<file path="config.mk">
export PLATFORM = sky130hd
export DESIGN_NAME = operand_fetch
export DESIGN_NICKNAME = d
export VERILOG_FILES = /design/src/rtl/riscv_cpu_pkg.sv /design/src/rtl/operand_scoreboard.sv /design/src/rtl/operand_fetch.sv
export SDC_FILE = /design/constraint.sdc
export NUM_CORES = 1
export LEC_CHECK = 0
export ABC_AREA = 1
export CAP_MARGIN = 20
export CORE_ASPECT_RATIO = 0.5
export CORE_MARGIN = 3
export CORE_UTILIZATION = 30
export CTS_CLUSTER_SIZE = 14
export DETAILED_ROUTE_END_ITERATION = 8
export GPL_ROUTABILITY_DRIVEN = 0
export PLACE_DENSITY_LB_ADDON = 0.08
export SYNTH_ARGS = -nofsm -noshare
export SYNTH_HDL_FRONTEND = slang
export SYNTH_SLANG_ARGS = --single-unit
</file>
<file path="constraint.sdc">
create_clock -name clk_i -period 8 [get_ports clk_i]
set_input_delay 2.4 -clock clk_i [delete_from_list [all_inputs] [get_ports clk_i]]
set_output_delay 2.4 -clock clk_i [all_outputs]
set_load 0.01 [all_outputs]
</file>
<file path="src/rtl/riscv_cpu_pkg.sv">
// Shared widths, the issue packet carried from operand fetch to execute,
// and the writeback forwarding predicate.
package riscv_cpu_pkg;

  localparam int unsigned ADDR_WIDTH       = 5;
  localparam int unsigned DATA_WIDTH       = 32;
  localparam int unsigned NUM_REGS         = 2 ** ADDR_WIDTH;
  localparam int unsigned OP_WIDTH_DEFAULT = 8;

  typedef struct packed {
    logic [OP_WIDTH_DEFAULT-1:0] op;
    logic [DATA_WIDTH-1:0]       rs1_data;
    logic [DATA_WIDTH-1:0]       rs2_data;
    logic [DATA_WIDTH-1:0]       imm;
    logic [ADDR_WIDTH-1:0]       rd;
    logic                        rd_we;
  } issue_pkt_t;

  // Writeback lands in the register file only after the edge, so a same-cycle
  // write to a source must be bypassed; x0 is never bypassed.
  function automatic logic fwd_hit(input logic                  we,
                                   input logic [ADDR_WIDTH-1:0] waddr,
                                   input logic [ADDR_WIDTH-1:0] src);
    return we && (waddr == src) && (src != '0);
  endfunction

endpackage

</file>
<file path="src/rtl/operand_scoreboard.sv">
// Per-register busy scoreboard: tracks in-flight destinations and flags
// RAW/WAW hazards for the instruction currently offered by decode.
module operand_scoreboard
  import riscv_cpu_pkg::*;
(
  input  logic                  clk_i,
  input  logic                  rst_i,
  input  logic                  flush_i,
  input  logic [ADDR_WIDTH-1:0] rs1_i,
  input  logic [ADDR_WIDTH-1:0] rs2_i,
  input  logic                  use_rs1_i,
  input  logic                  use_rs2_i,
  input  logic [ADDR_WIDTH-1:0] rd_i,
  input  logic                  rd_we_i,
  input  logic                  issue_i,
  input  logic                  wb_we_i,
  input  logic [ADDR_WIDTH-1:0] wb_waddr_i,
  output logic                  fwd_a_c,
  output logic                  fwd_b_c,
  output logic                  hazard_c
);

  logic [NUM_REGS-1:0] busy_q;
  logic [NUM_REGS-1:0] busy_d;
  logic                raw_a;
  logic                raw_b;
  logic                waw;

  assign fwd_a_c = fwd_hit(wb_we_i, wb_waddr_i, rs1_i);
  assign fwd_b_c = fwd_hit(wb_we_i, wb_waddr_i, rs2_i);

  // A source waiting on a busy register is satisfied by a same-cycle writeback.
  assign raw_a    = use_rs1_i && (rs1_i != '0) && busy_q[rs1_i] && !fwd_a_c;
  assign raw_b    = use_rs2_i && (rs2_i != '0) && busy_q[rs2_i] && !fwd_b_c;
  assign waw      = rd_we_i && (rd_i != '0) && busy_q[rd_i] &&
                    !(wb_we_i && (wb_waddr_i == rd_i));
  assign hazard_c = raw_a || raw_b || waw;

  // Clear before set so a retiring and a newly issued writer of the same
  // register leave it busy.
  always_comb begin
    busy_d = busy_q;
    if (wb_we_i) begin
      busy_d[wb_waddr_i] = 1'b0;
    end
    if (issue_i && rd_we_i && (rd_i != '0)) begin
      busy_d[rd_i] = 1'b1;
    end
    busy_d[0] = 1'b0;
  end

  always_ff @(posedge clk_i) begin
    if (rst_i || flush_i) begin
      busy_q <= '0;
    end else begin
      busy_q <= busy_d;
    end
  end

endmodule

</file>
<file path="src/rtl/operand_fetch.sv">
// Issue stage: reads operands, resolves hazards against the scoreboard,
// bypasses writeback and registers the issued instruction toward execute.
module operand_fetch
  import riscv_cpu_pkg::*;
#(
  parameter int unsigned OP_WIDTH = OP_WIDTH_DEFAULT
) (
  input  logic                  clk_i,
  input  logic                  rst_i,
  input  logic                  flush_i,
  input  logic                  dec_valid_i,
  output logic                  dec_ready_o,
  input  logic [OP_WIDTH-1:0]   dec_op_i,
  input  logic [ADDR_WIDTH-1:0] dec_rs1_i,
  input  logic [ADDR_WIDTH-1:0] dec_rs2_i,
  input  logic                  dec_use_rs1_i,
  input  logic                  dec_use_rs2_i,
  input  logic [ADDR_WIDTH-1:0] dec_rd_i,
  input  logic                  dec_rd_we_i,
  input  logic [DATA_WIDTH-1:0] dec_imm_i,
  output logic [ADDR_WIDTH-1:0] rf_raddr_a_o,
  input  logic [DATA_WIDTH-1:0] rf_rdata_a_i,
  output logic [ADDR_WIDTH-1:0] rf_raddr_b_o,
  input  logic [DATA_WIDTH-1:0] rf_rdata_b_i,
  input  logic                  wb_we_i,
  input  logic [ADDR_WIDTH-1:0] wb_waddr_i,
  input  logic [DATA_WIDTH-1:0] wb_wdata_i,
  output logic                  ex_valid_o,
  input  logic                  ex_ready_i,
  output logic [OP_WIDTH-1:0]   ex_op_o,
  output logic [DATA_WIDTH-1:0] ex_rs1_data_o,
  output logic [DATA_WIDTH-1:0] ex_rs2_data_o,
  output logic [DATA_WIDTH-1:0] ex_imm_o,
  output logic [ADDR_WIDTH-1:0] ex_rd_o,
  output logic                  ex_rd_we_o
);

  logic       fwd_a;
  logic       fwd_b;
  logic       hazard;
  logic       issue;
  logic       ex_valid_q;
  issue_pkt_t ex_q;
  issue_pkt_t issue_d;

  assign rf_raddr_a_o = dec_rs1_i;
  assign rf_raddr_b_o = dec_rs2_i;

  operand_scoreboard u_scoreboard (
    .clk_i      (clk_i),
    .rst_i      (rst_i),
    .flush_i    (flush_i),
    .rs1_i      (dec_rs1_i),
    .rs2_i      (dec_rs2_i),
    .use_rs1_i  (dec_use_rs1_i),
    .use_rs2_i  (dec_use_rs2_i),
    .rd_i       (dec_rd_i),
    .rd_we_i    (dec_rd_we_i),
    .issue_i    (issue),
    .wb_we_i    (wb_we_i),
    .wb_waddr_i (wb_waddr_i),
    .fwd_a_c    (fwd_a),
    .fwd_b_c    (fwd_b),
    .hazard_c   (hazard)
  );

  // Ready never looks at dec_valid_i, so decode may wait on it.
  assign dec_ready_o = !rst_i && !flush_i && !hazard && (!ex_valid_q || ex_ready_i);
  assign issue       = dec_valid_i && dec_ready_o;

  always_comb begin
    issue_d          = '0;
    issue_d.op       = OP_WIDTH_DEFAULT'(dec_op_i);
    issue_d.imm      = dec_imm_i;
    issue_d.rd       = dec_rd_i;
    issue_d.rd_we    = dec_rd_we_i;
    if (fwd_a) begin
      issue_d.rs1_data = wb_wdata_i;
    end else if (dec_rs1_i != '0) begin
      issue_d.rs1_data = rf_rdata_a_i;
    end
    if (fwd_b) begin
      issue_d.rs2_data = wb_wdata_i;
    end else if (dec_rs2_i != '0) begin
      issue_d.rs2_data = rf_rdata_b_i;
    end
  end

  // Output register holds its contents whenever execute stalls it.
  always_ff @(posedge clk_i) begin
    if (rst_i) begin
      ex_valid_q <= 1'b0;
      ex_q       <= '0;
    end else if (flush_i) begin
      ex_valid_q <= 1'b0;
    end else if (issue) begin
      ex_valid_q <= 1'b1;
      ex_q       <= issue_d;
    end else if (ex_ready_i) begin
      ex_valid_q <= 1'b0;
    end
  end

  assign ex_valid_o    = ex_valid_q;
  assign ex_op_o       = OP_WIDTH'(ex_q.op);
  assign ex_rs1_data_o = ex_q.rs1_data;
  assign ex_rs2_data_o = ex_q.rs2_data;
  assign ex_imm_o      = ex_q.imm;
  assign ex_rd_o       = ex_q.rd;
  assign ex_rd_we_o    = ex_q.rd_we;

endmodule

</file>
Yosys cells after proc, flatten, opt, wreduce, memory -nomap -nowiden
Cells that the tools add are included.
{"block": "classes", "n_lt_le_gt_ge": 6, "eq_ne": 3, "n_mux": 18, "n_bitwise": 4, "reduce_logical": 39}
{"cell": "$mux 32", "n": 6}
{"cell": "$and 32x32->32", "n": 1}
{"cell": "$not 32->32", "n": 1}
{"cell": "$or 32x32->32", "n": 1}
{"cell": "$lt 5x6->1 const B", "n": 4}
{"cell": "$logic_and 1x1->1", "n": 22}
{"cell": "$bmux 1 s5", "n": 3}
{"cell": "$eq 5x5->1", "n": 3}
{"cell": "$reduce_bool 5->1", "n": 3}
{"cell": "$demux 1 s5", "n": 2}
{"cell": "$ge 5x1->1 const B", "n": 2}
{"cell": "$logic_not 1->1", "n": 7}
{"cell": "$mux 1", "n": 7}
{"cell": "$logic_or 1x1->1", "n": 4}
{"cell": "$reduce_and 2->1", "n": 1}
{"cell": "$reduce_bool 2->1", "n": 1}
{"cell": "$reduce_or 2->1", "n": 1}
{"cell": "$not 1->1", "n": 1}
{"block": "totals", "ff_bits": 143, "inputBits": 165, "out_inout_bits": 122, "wordCells": 79}

Longest topological paths before layout
{"block": "logic_depth", "depth_word": 14, "depth_mapped": 18, "mapped_depth_nobuf": 15}

Modules after synthesis
Synthesis repeated with hierarchy kept, for this count alone.
{"block": "unflattened", "cells_unflattened": 1545, "area_unflattened_um2": 8500.7}
{"module": "operand_fetch", "instances": 1, "cells_each": 1066, "area_per_inst_um2": 5919.4, "seq_area_each_um2": 2222.1}
{"module": "operand_scoreboard", "instances": 1, "cells_each": 479, "area_per_inst_um2": 2581.2, "seq_area_each_um2": 620.6}

Least setup slack after synthesis
No wires, ideal clock.
{"block": "synth_path", "kind": "input to output", "from": "input port dec_rd_i[3]", "to": "output port dec_ready_o", "arrival_ps": 3751, "required_time_ps": 5600, "setup_slack_ps": 1849, "cell_stages": 12, "path_buffers": 3, "path_cell_list": "buf_2 nor3_1 inv_1 o21ai_1 inv_2 nand2_1 inv_2 nand2_1 nand3_1 nor2_4 buf_6 buf_4"}
{"block": "synth_between", "elab_chain_len": 8, "elab_cells_between_ends": 13, "cone_classes": "1 x eq/ne; 2 x mux; 10 x reduce/logical"}
{"element": "from (decl)", "line": "operand_fetch.sv:18", "rtl": "input logic [ADDR_WIDTH-1:0] dec_rd_i,"}
{"element": "$bmux 1 s5, or another cell as far along", "line": "operand_scoreboard.sv:35", "rtl": "assign waw = rd_we_i && (rd_i != '0) && busy_q[rd_i] &&"}
{"element": "$mux 1 (implied by the code), or another cell as far along", "line": "operand_scoreboard.sv:35"}
{"element": "$logic_and 1x1->1 / $logic_not 1->1 (equally long branches)", "line": "operand_scoreboard.sv:35, operand_scoreboard.sv:36"}
{"element": "$logic_and 1x1->1 (*)", "line": "operand_scoreboard.sv:35"}
{"element": "$logic_or 1x1->1 (*)", "line": "operand_scoreboard.sv:37", "rtl": "assign hazard_c = raw_a || raw_b || waw;"}
{"element": "$logic_not 1->1 (*)", "line": "operand_fetch.sv:68", "rtl": "assign dec_ready_o = !rst_i && !flush_i && !hazard && (!ex_valid_q || ex_ready_i);"}
{"element": "$logic_and 1x1->1 (*) (2 in series)", "line": "operand_fetch.sv:68"}
{"element": "to (decl)", "line": "operand_fetch.sv:12", "rtl": "output logic dec_ready_o,"}
Every way passes the cells marked *; elsewhere a longest branch is shown, timed or not. The select of a mux whose other input is x is not followed.

Final worst setup path
{"block": "layout_path", "from": "input port dec_rs2_i[0]", "to": "output port dec_ready_o"}
{"block": "layout_between", "elab_chain_len": 10, "elab_cells_between_ends": 15, "cone_classes": "1 x eq/ne; 2 x mux; 12 x reduce/logical"}
{"element": "from (decl)", "line": "operand_fetch.sv:15", "rtl": "input logic [ADDR_WIDTH-1:0] dec_rs2_i,"}
{"element": "branches (longest 4 deep; another with $bmux 1 s5)"}
{"element": "$logic_and 1x1->1 (*)", "line": "operand_scoreboard.sv:34", "rtl": "assign raw_b = use_rs2_i && (rs2_i != '0) && busy_q[rs2_i] && !fwd_b_c;"}
{"element": "$logic_or 1x1->1 (*) (2 in series)", "line": "operand_scoreboard.sv:37"}
{"element": "$logic_not 1->1 (*)", "line": "operand_fetch.sv:68"}
{"element": "$logic_and 1x1->1 (*) (2 in series)", "line": "operand_fetch.sv:68"}
Every way passes the cells marked *. The select of a mux whose other input is x is not followed.

==> metrics.txt <==
max-cap viol count 0; P&R area growth vs syn 45.25%; Yosys cell types 25; overall routed net length 33170 um; hold-fix buffers at CTS 0; syn_nets 1410; crit share post-route 90.66%; Mean Syn Cell Area 6.283 um^2; critical path capture point type output port; Max H-tree Level 4; Register Area 2843 um^2; synthesized instance count 1245; number of global-route vias before repair 8958; Seq cells post-synth 142; Seq/Total Area, Yosys 36.34%; CP max stage delay 830 ps; cts repair resizes 0; setup TNS 0 ps; share of layout cells above drive strength 1 4.398%; vias per cell 5.091; CTS tree built; slowest cell on the critical path clkdlybuf4s50_1; Cell Chain, Critical Path clkdlybuf4s50_1 -> inv_2 -> nor2_1 -> nor2_1 -> o21ai_0 -> nand3_1 -> nand2_1 -> nor2_1 -> nor2_1 -> nor2_1 -> nor2_4 -> clkdlybuf4s50_1; Crit Path Max Fanout 18; Root Driver clkbuf_16; Setup crit start dec_rs2_i[0]; Most common cell on crit path nor2_1; most common cell after layout, fill and taps aside nand2_1; post-CTS setup repair buffer count 0; drt wl/cell 18.20 um; die area 28170 um^2; Cell Pwr Density 163.8 nW/um^2; Tot GR Track Use 22.86%; worst slew pin tran 907.4 ps; Hold Vio Cnt, Final 0; status completed; Yosys warnings 0; largest net degree at the start of global routing 82; worst skew pair latency 430 ps; number of nets with antenna violations after routing 0; DRT Pass-1 Iters 6; FILL cells 2640; Die Y 120.2 um; grt ovf 0; synthesized cell area 7823 um^2; IO Pins 287; most frequent cells in the layout 330 x nand2_1, 284 x clkdlybuf4s50_1, 194 x nand3_1; global-route wire length before repair 50180 um; clk buf depth 2; endpoints failing setup 0; Setup Skew 9.218 ps; RSZ-0062 raised after global routing no; Port Buffers 286; # rows 41; WS Path Type primary input to output port; TritonCTS Buffers 17; worst path required time 5600 ps; Crit Reg-Reg Startpoint u_scoreboard.busy_q[4]$_SDFF_PP0_; Pleak 4.410 nW; worst hold path type flop to flop; area of the multi-input gates 4024 um^2; Critical Path Start Type primary input; final worst path period need 7253 ps; DRC violation total after the first TritonRoute iteration 740; CTS sink cnt 142; # nets final 1630; worst vdd ir 117.6 uV; clock transition at the registers of the reported paths 60 ps; fin. max-slew vios 0; core area 25390 um^2; final instance area 11360 um^2; Die Width 234.4 um; max_slew headroom 39.50%; vias 9280; cell area after placement 10760 um^2; r2r setup slk 4710 ps; dpl hpwl 22740 um; Hold Path Origin ex_imm_o[16]$_SDFFE_PP0P_; Critical Path AT 4850 ps; residual DRC count 0; Max Clk Rate 0.1379 GHz; starting density of the core 30.81%; initial antenna violation count 3
## layout make-up
cell class,count,area share [%]
Inverter,121,3.997
Tap cell,344,3.788
Timing Repair Buffer,304,26.52
Clock buffer,22,4.262
Antenna cell,1,0.02202
Multi-Input combinational cell,879,35.41
Clock inverter,10,0.9801
Sequential cell,142,25.02
## registers in the layout, indices dropped and copies added, names as in the netlist
signal and count:
ex_imm_o 32, ex_op_o 8, ex_rd_o 5, ex_rd_we_o 1
ex_rs1_data_o 32, ex_rs2_data_o 32, ex_valid_o 1, u_scoreboard.busy_q 31
## metrics by stage
step | power, mW | utilization, % | cells | hold WS (ps) | setup WS (ps)
floorplan | 0.9028 | - | 1245 | 466.8 | 1849
global placement | 1.067 | 42.28 | 1789 | 448.1 | 817.1
detailed placement | 1.068 | 42.39 | 1790 | 451.8 | 808.2
CTS | 1.881 | 44.74 | 1822 | 461.0 | 793.3
global route | 1.937 | 44.75 | 1823 | 476.7 | 552.5
finish | 1.861 | 44.75 | 1823 | 457.1 | 746.9
## path summary, 6_finish.rpt
| path | to | depth (start not counted) |
|---|---|---|
| setup / recovery | dec_ready_o | 12 |
| hold / removal | ex_imm_o[16]$_SDFFE_PP0P_ | 2 |
| setup reg to reg | ex_rs1_data_o[11]$_SDFFE_PP0P_ | 12 |
| hold reg to reg | ex_imm_o[16]$_SDFFE_PP0P_ | 2 |
## cells by family after synthesis
family	synth area share (%)
AO/OA/AOI/OAI	15.74
AND/OR/NAND/NOR	35.27
flip-flops	36.34
XOR/XNOR	0.3360
buffers and inverters	12.32
## synthesized netlist by cell type
master | count | area [um^2]
o21ai_0 | 39 | 195.2
xor2_1 | 2 | 17.52
a31oi_1 | 1 | 6.260
buf_1 | 4 | 15.01
nand3_1 | 194 | 970.9
dfxtp_1 | 142 | 2843
nand4_1 | 32 | 200.2
clkbuf_1 | 46 | 172.7
inv_1 | 113 | 424.2
nor2_1 | 72 | 270.3
nand2_2 | 1 | 6.260
inv_2 | 8 | 30.03
nor3_1 | 9 | 45.04
or2_2 | 2 | 12.51
nor2_4 | 1 | 11.26
xnor2_1 | 1 | 8.760
buf_4 | 20 | 150.1
a21oi_1 | 146 | 730.7
o211ai_1 | 4 | 30.03
o21bai_2 | 1 | 11.26
buf_2 | 32 | 160.2
o21ai_1 | 9 | 45.04
buf_6 | 1 | 11.26
o22ai_1 | 34 | 212.7
nand2_1 | 331 | 1242
## where the power goes
group / switching (mW) / total (mW) / internal (mW)
clock: 0.317 / 0.807 / 0.490
sequential: 0.00867 / 0.733 / 0.724
combinational: 0.172 / 0.322 / 0.150
## critical path: cells and delay by family
family	cells	cell delay [ps]
buf+inv	3	1620
compound gates	1	90
simple gates	8	750
## per-layer routing
metal | share of wire, % | GRT usage, % | up-vias
li1 | - | - | 4528
met1 | 41 | 28.81 | 4275
met2 | 47 | 36.73 | 394
met3 | 8.8 | 6.497 | 79
met4 | 3.3 | 9.636 | 4
met5 | 0.081 | 0 | -
(Power assumes the default switching activity.)
